--- config.mk ---
export PLATFORM = sky130hd
export DESIGN_NAME = uart_cmd_responder
export DESIGN_NICKNAME = d
export VERILOG_FILES = /design/src/rtl/uart_cmd_responder.sv
export SDC_FILE = /design/constraint.sdc
export NUM_CORES = 1
export LEC_CHECK = 0
export CAP_MARGIN = 20
export CORE_MARGIN = 5
export CORE_UTILIZATION = 50
export DETAILED_ROUTE_END_ITERATION = 8
export GPL_TIMING_DRIVEN = 0
export PLACE_DENSITY = 0.7
export SYNTH_ARGS = -nofsm -noshare
export SYNTH_HDL_FRONTEND = slang
export SYNTH_SLANG_ARGS = --single-unit
--- constraint.sdc ---
create_clock -name clock_i -period 6 [get_ports clock_i]
set_input_delay 1.2 -clock clock_i [delete_from_list [all_inputs] [get_ports clock_i]]
set_output_delay 1.2 -clock clock_i [all_outputs]
set_load 0.05 [all_outputs]
--- src/rtl/uart_cmd_responder.sv ---
// uart_cmd_responder
// Host-link command endpoint. Pops 32-bit command words from the writeout
// FIFO (show-ahead), executes PING / WRITE / READ packets against a
// word-addressed memory port and pushes reply words into the readin FIFO.
//
// Packet: header {opcode[31:24], LEN[23:0]}, then an address word for
// WRITE/READ, then LEN data words for WRITE. Every packet ends with exactly
// one reply word (PING id, status, or unknown-opcode error); READ also
// pushes its LEN data words ahead of the status word.
module uart_cmd_responder #(
  parameter int unsigned TIMEOUT = 1024,
  parameter logic [31:0] PING_ID = 32'h5A5A0001
) (
  input  logic        clock_i,
  input  logic        resetn_i,
  // writeout buffer (host -> system)
  input  logic        rx_empty_i,
  input  logic [31:0] rx_data_i,
  output logic        rx_read_o,
  // readin buffer (system -> host)
  input  logic        tx_full_i,
  output logic        tx_write_o,
  output logic [31:0] tx_data_o,
  // memory port
  output logic        mem_req_o,
  output logic        mem_wren_o,
  output logic [31:0] mem_addr_o,
  output logic [31:0] mem_wdata_o,
  input  logic        mem_ack_i,
  input  logic [31:0] mem_rdata_i
);

  localparam int TW = $clog2(TIMEOUT) + 1;

  localparam logic [7:0] OP_WRITE = 8'h01;
  localparam logic [7:0] OP_READ  = 8'h02;
  localparam logic [7:0] OP_PING  = 8'h03;
  localparam logic [7:0] ST_OK    = 8'hA5;
  localparam logic [7:0] ST_ERR   = 8'hEE;

  typedef struct packed {
    logic [7:0]  op;
    logic [23:0] len;
  } hdr_t;

  typedef enum logic [3:0] {
    S_IDLE,
    S_ADDR,
    S_WDATA,
    S_WREQ,
    S_RREQ,
    S_RPUSH,
    S_DRAIN,
    S_REPLY,
    S_STATUS
  } state_e;

  state_e          state_q;
  logic            go_q;      // low for the first cycle after reset release
  logic [7:0]      op_q;
  logic [23:0]     len_q;
  logic [23:0]     cnt_q;     // words completed in the current packet
  logic [23:0]     drain_q;   // write data words still to discard
  logic [31:0]     addr_q;
  logic [31:0]     wdata_q;
  logic [31:0]     txd_q;     // word offered to the readin FIFO
  logic [TW-1:0]   tmr_q;
  logic            err_q;
  logic            req_q;
  logic            wren_q;

  hdr_t            hdr;
  logic            pop_state;
  logic            push_state;
  logic [23:0]     cnt_inc;
  logic [23:0]     remain;
  logic            tmo;

  assign hdr     = hdr_t'(rx_data_i);
  assign cnt_inc = cnt_q + 24'd1;
  // write data words left in the stream after the one that just failed
  assign remain  = len_q - cnt_q - 24'd1;
  assign tmo     = (tmr_q == TW'(TIMEOUT - 1));

  // States that consume a host word / produce a reply word. The handshake
  // itself is gated by the FIFO flags so a pop or push is always legal.
  assign pop_state  = go_q && (state_q == S_IDLE  || state_q == S_ADDR ||
                               state_q == S_WDATA || state_q == S_DRAIN);
  assign push_state = (state_q == S_RPUSH || state_q == S_REPLY ||
                       state_q == S_STATUS);

  assign rx_read_o   = pop_state && !rx_empty_i;
  assign tx_write_o  = push_state && !tx_full_i;
  assign tx_data_o   = txd_q;
  assign mem_req_o   = req_q;
  assign mem_wren_o  = wren_q;
  assign mem_addr_o  = addr_q;
  assign mem_wdata_o = wdata_q;

  // Packet sequencer: decode, memory handshake with timeout, reply generation.
  always_ff @(posedge clock_i or negedge resetn_i) begin
    if (!resetn_i) begin
      state_q <= S_IDLE;
      go_q    <= 1'b0;
      op_q    <= '0;
      len_q   <= '0;
      cnt_q   <= '0;
      drain_q <= '0;
      addr_q  <= '0;
      wdata_q <= '0;
      txd_q   <= '0;
      tmr_q   <= '0;
      err_q   <= 1'b0;
      req_q   <= 1'b0;
      wren_q  <= 1'b0;
    end else begin
      go_q <= 1'b1;
      case (state_q)
        S_IDLE: begin
          if (rx_read_o) begin
            op_q  <= hdr.op;
            len_q <= hdr.len;
            err_q <= 1'b0;
            case (hdr.op)
              OP_WRITE, OP_READ: state_q <= S_ADDR;
              OP_PING: begin
                txd_q   <= PING_ID;
                state_q <= S_REPLY;
              end
              default: begin
                txd_q   <= {ST_ERR, 16'h0000, hdr.op};
                state_q <= S_REPLY;
              end
            endcase
          end
        end

        S_ADDR: begin
          if (rx_read_o) begin
            addr_q <= rx_data_i;
            cnt_q  <= '0;
            if (len_q == 24'd0) begin
              txd_q   <= {ST_OK, 24'd0};
              state_q <= S_STATUS;
            end else if (op_q == OP_WRITE) begin
              state_q <= S_WDATA;
            end else begin
              req_q   <= 1'b1;
              wren_q  <= 1'b0;
              tmr_q   <= '0;
              state_q <= S_RREQ;
            end
          end
        end

        S_WDATA: begin
          if (rx_read_o) begin
            wdata_q <= rx_data_i;
            req_q   <= 1'b1;
            wren_q  <= 1'b1;
            tmr_q   <= '0;
            state_q <= S_WREQ;
          end
        end

        // An ack in the expiry cycle wins over the timeout.
        S_WREQ: begin
          if (mem_ack_i) begin
            req_q  <= 1'b0;
            wren_q <= 1'b0;
            addr_q <= addr_q + 32'd4;
            cnt_q  <= cnt_inc;
            if (cnt_inc == len_q) begin
              txd_q   <= {ST_OK, cnt_inc};
              state_q <= S_STATUS;
            end else begin
              state_q <= S_WDATA;
            end
          end else if (tmo) begin
            req_q  <= 1'b0;
            wren_q <= 1'b0;
            err_q  <= 1'b1;
            if (remain == 24'd0) begin
              txd_q   <= {ST_ERR, cnt_q};
              state_q <= S_STATUS;
            end else begin
              drain_q <= remain;
              state_q <= S_DRAIN;
            end
          end else begin
            tmr_q <= tmr_q + TW'(1);
          end
        end

        S_RREQ: begin
          if (mem_ack_i) begin
            req_q   <= 1'b0;
            txd_q   <= mem_rdata_i;
            state_q <= S_RPUSH;
          end else if (tmo) begin
            req_q   <= 1'b0;
            err_q   <= 1'b1;
            txd_q   <= {ST_ERR, cnt_q};
            state_q <= S_STATUS;
          end else begin
            tmr_q <= tmr_q + TW'(1);
          end
        end

        S_RPUSH: begin
          if (tx_write_o) begin
            addr_q <= addr_q + 32'd4;
            cnt_q  <= cnt_inc;
            if (cnt_inc == len_q) begin
              txd_q   <= {ST_OK, cnt_inc};
              state_q <= S_STATUS;
            end else begin
              req_q   <= 1'b1;
              wren_q  <= 1'b0;
              tmr_q   <= '0;
              state_q <= S_RREQ;
            end
          end
        end

        // Swallow the rest of a failed WRITE so the next header lines up.
        S_DRAIN: begin
          if (rx_read_o) begin
            drain_q <= drain_q - 24'd1;
            if (drain_q == 24'd1) begin
              txd_q   <= {(err_q ? ST_ERR : ST_OK), cnt_q};
              state_q <= S_STATUS;
            end
          end
        end

        S_REPLY, S_STATUS: begin
          if (tx_write_o) state_q <= S_IDLE;
        end

        default: state_q <= S_IDLE;
      endcase
    end
  end

endmodule

==> results of run 1 <==
-- report_power, final --
group | switching [µW] | leakage, µW | internal [µW]
Combinational | 4420 | 0.00369 | 2390
Clock | 654 | 0.000317 | 653
Sequential | 619 | 0.00246 | 1850
-- metal layers --
layer,up-vias,wire (µm)
li1,6153,-
met1,6666,21700
met2,797,23100
met3,115,4840
met4,0,1820
met5,-,0
-- worst paths after layout --
path                            startpoint       endpoint  slack (ps)  cells past startpoint
worst max register to register    cnt_q[0]  tx_data_o[30]        1140                     14
worst min-delay path             tmr_q[10]      tmr_q[10]         490                      1
min in group asynchronous         resetn_i     drain_q[9]         700                      1
worst max-delay path            rx_empty_i      rx_read_o        1120                      4
worst min register to register   tmr_q[10]      tmr_q[10]         490                      1
max in group asynchronous         resetn_i        op_q[4]        4250                      2
-- kinds of logic (layout without fill, tap and decap cells) --
kind of cell	count (synthesis)	in the layout	synth area share [%]
compound gates	524	524	25.9
xor+xnor	50	50	3.51
fa+ha+maj	29	29	2.79
buf+inv	155	356	4.97
flops	195	195	36.8
mux	70	70	5.90
other cells	1	1	0.0283
simple gates	521	521	20.1
-- worst max-delay path: stages --
cell,delay [ps]
clkdlybuf4s50_1,380
nand2b_1,280
a2111oi_0,840
clkdlybuf4s50_1,970
-- cells in the final DEF, fill, tap and decap left out, types with 27 or more instances in the layout --
cell type / instances
o21ai_0: 122
dfrtp_1: 195
buf_2: 27
ha_1: 28
nand2_1: 134
mux2_2: 66
nand3_1: 72
nor2_1: 116
xnor2_1: 37
clkbuf_1: 59
a21oi_1: 146
inv_1: 53
clkdlybuf4s50_1: 166
-- flip-flops by register name, summed over array words and instances, names as in the netlist --
register	flops
drain_q	24
cnt_q	24
go_q	1
mem_wdata_o	32
mem_req_o	1
err_q	1
mem_wren_o	1
op_q	8
state_q	4
tmr_q	11
tx_data_o	32
len_q	24
mem_addr_o	32
-- through the flow --
stage,total power (µW),cells,TNS [ps]
after floorplan,6900,1545,0
final,10600,2081,0
after global routing,11200,2081,0
after detailed placement,9110,2049,0
after CTS,10400,2081,0
after global placement,9030,2047,-922680
-- cell type report --
cell class                      instances  area [µm²]  share of cell area [%]
Tap cell                              335         419                    2.61
Timing Repair Buffer                  169        1710                    10.6
Sequential cell                       195        4880                    30.4
Multi-Input combinational cell       1195        7730                    48.1
Clock inverter                         15         236                    1.47
Buffer                                101         457                    2.84
Clock buffer                           17         425                    2.65
Inverter                               54         203                    1.26
==> impl_metrics.ini, run 1 <==
[outcome]
status = finished clean

[placement]
dpl.hpwl_um = 38700
post-place-ws_ps = 1050
gp_congestion = 0.965
place_area_mm2 = 0.0154
io_buffers = 167

[cts]
cts_buffers = 17
cts_sinks = 195
cts_tree = done
clock_path_buffers = 2
hold_buffers = 0
root_buffer = clkbuf_16
path_clk_slew_ps = 80
clk_latency_ps = 460
cts_resized = 0
htree_num_levels = 4
post_cts_buffers = 0

[power_and_ir_drop]
p_leak_uw = 0.00647
vdd_drop_max_mv = 0.432
power_density_mw_per_mm2 = 659

[synthesis]
netlist.area_leader.share_pct = 36.8
synth_most_common_cell = dfrtp_1
synthTopCellsByCount = 195 x dfrtp_1, 146 x a21oi_1, 134 x nand2_1
avgSynthCellArea_um2 = 8.59
synth_area_mm2 = 0.0133
syn_inst = 1545
synth_edf_count = 0
synth_cell_types = 94
synth_seq_area_share_pct = 36.8
synth_nets = 1643
dominantRegCellSynth = dfrtp_1
yosysTopAreaCell = dfrtp_1
synthTopCellsByArea = dfrtp_1 37%, mux2_2 5.6%, a21oi_1 5.5%
async_flop_share_pct = 100
ys_warn_count = 0
ys_ff_latch = 195

[grt]
grt.met2_usage_pct = 51.0
busiest_layer = met2
antenna_found_initial = 0
grt_pass1_vias = 13300
grt_usage_pct = 33.2
grtUsageMet3_pct = 7.31
grt_pass1_wl_um = 79300
grt_util_met1_pct = 46.4
overflow = 0
grt_start_max_net_pins = 115

[die]
die_x_um = 173
die_area_mm2 = 0.0299
row_count = 59
coreArea_mm2 = 0.0261
die_h_um = 173
ioPinCount = 169
start_util_pct = 50.9

[timing]
rsz0062_at_grt = no
setup_viol = 0
fmax_mhz = 205
worst_pin_slew_ps = 1100
hold_slack_ps = 494
fin_crit_sh_pct = 81.3
slew_violations = 0
fin_crit_ps = 4880
fin_skew_ps = 28.6
hold_violations = 0
max_slew_margin_pct = 26.3
setup_ws_ps = 1120

[layout]
nets = 1831
final_util_pct = 61.6
fillerInstances = 2329
drive_above_1_share_pct = 9.56
diodes = 0
syn2layout_area_growth_pct = 21.0
design_area_mm2 = 0.0161

[run]
cap_violations = 0

[drt]
wl_per_cell_um = 24.7
drc = 0
via_count = 13700
dr.pass1.iters = 8
drt-initial-drc-count = 1473
ant_nets = 0
viasPerCell = 6.60
wirelength_um = 51400

[setup_path]
arrival_ps = 3680
start_kind = primary input
cp_max_fo = 7
cp-end-kind = primary output
cp.required_ps = 4800
criticalPathCategory = primary input to primary output

[hold_path]
hold_class = flip-flop to flip-flop
No activity file was read; power rests on OpenSTA's default activity.
==> run 2: changes to the inputs <==
Settings changed: PLACE_DENSITY 0.7 to 0.73.
Clock period 6 ns to 4.4 ns, I/O delays scaled along.
==> impl_metrics.ini, run 2 (synthesis gave the netlist of run 1 again) <==
[timing]
fin_crit_ps = 4350
max_slew_margin_pct = 26.2
slew_violations = 0
fin_crit_sh_pct = 98.9
fin_setup_tns_ps = 0
fin_skew_ps = 22.2
hold_slack_ps = 391
fmax_mhz = 230
hold_violations = 0
setup_viol = 0
worst_pin_slew_ps = 1100

[drt]
wirelength_um = 50400
drt-initial-drc-count = 1765
ant_nets = 0
dr.pass1.iters = 6
drc = 0
wl_per_cell_um = 24.2
viasPerCell = 6.59
via_count = 13700

[layout]
drive_above_1_share_pct = 10.2
nets = 1833
syn2layout_area_growth_pct = 21.0
final_util_pct = 61.6
final_cell_mix = 195 x dfrtp_1, 166 x clkdlybuf4s50_1, 146 x a21oi_1, 133 x nand2_1, 122 x o21ai_0
fillerInstances = 2279
layout_commonest_cell = dfrtp_1
diodes = 0

[placement]
io_buffers = 167
dpl.hpwl_um = 37700
gp_congestion = 0.999

[cts]
cts_buffers = 17
clk_latency_ps = 460
cts_sinks = 195
cts_tree = done
root_buffer = clkbuf_16
hold_buffers = 0
htree_num_levels = 4
clock_path_buffers = 2
path_clk_slew_ps = 90

[power_and_ir_drop]
vdd_drop_max_mv = 0.524
p_leak_uw = 0.00646
power_density_mw_per_mm2 = 885

[die]
start_util_pct = 50.9
coreArea_mm2 = 0.0261
die_h_um = 173
die_x_um = 173
row_count = 59
die_area_mm2 = 0.0299
ioPinCount = 169

[run]
cap_violations = 0

[setup_path]
start_kind = flip-flop
reg2regPathDepth = 11
criticalPathCategory = flip-flop to flip-flop
regToRegSetupSlack_ps = 50
cp.required_ps = 4720
cp-end-kind = flip-flop
arrival_ps = 4680
cp_max_fo = 10

[grt]
overflow = 0
antenna_found_initial = 0
grt_pass1_wl_um = 77600
grt_start_max_net_pins = 115
grt_usage_pct = 32.3
grt_pass1_vias = 13200

[hold_path]
hold_class = primary input to async pin

[outcome]
status = finished clean
-- run 2: final timing paths --
check	end	start
worst min-delay path	drain_q[22]	resetn_i
min in group clock_i	tx_data_o[5]	tx_data_o[5]
worst min register to register	tx_data_o[5]	tx_data_o[5]
worst max register to register	tx_data_o[30]	cnt_q[1]
worst max-delay path	tx_data_o[30]	cnt_q[1]
max in group asynchronous	mem_addr_o[23]	resetn_i
-- run 2: report_power, final --
group | switching [µW] | internal [µW]
clock network | 889 | 779
logic | 5900 | 3270
registers | 861 | 2520
-- run 2: critical path, stage by stage, from the launching register on --
cell       delay [ps]
dfrtp_1           680
nand4_1           320
or4_1             530
clkbuf_1          200
xnor2_1           200
nor4_1            560
nand4_1           420
nor2_4            370
buf_4             240
a21oi_1            90
a211oi_2          480
o2bb2ai_1         130
-- run 2: per-layer routing --
| metal | wire [µm] | track usage (%) |
|---|---|---|
| met5 | 0 | 0 |
| met4 | 1700 | 10.4 |
| met3 | 5360 | 7.75 |
| met2 | 22100 | 49.1 |
| met1 | 21200 | 45.6 |
-- run 2: repair_timing --
item | CTS | global route
pin swaps | 0 | 3
gates resized for setup | 2 | 12
endpoints found under the setup margin | 31 | 58
setup buffers | 0 | 3
gates cloned | 0 | 0
-- run 2: layout make-up --
| class | count | area, µm² | share of cell area (%) |
|---|---|---|---|
| buffer | 100 | 455 | 2.84 |
| clock buffer | 18 | 429 | 2.67 |
| clock inverter | 14 | 174 | 1.08 |
| inverter | 54 | 203 | 1.26 |
| multi-input combinational | 1195 | 7770 | 48.4 |
| sequential | 195 | 4880 | 30.4 |
| tap | 335 | 419 | 2.61 |
| timing repair buffer | 172 | 1730 | 10.8 |
-- run 2: per-stage QoR --
step                worst slack (ps)  total power (µW)  std cells  instance area [µm²]
CTS                             9.48             14000       2080                16000
detailed placement              -226             12300       2048                15400
floorplan                        788              9420       1545                13300
global route                   -20.7             15000       2083                16100
global placement               -6050             12200       2047                15400
finish                          48.1             14200       2083                16100
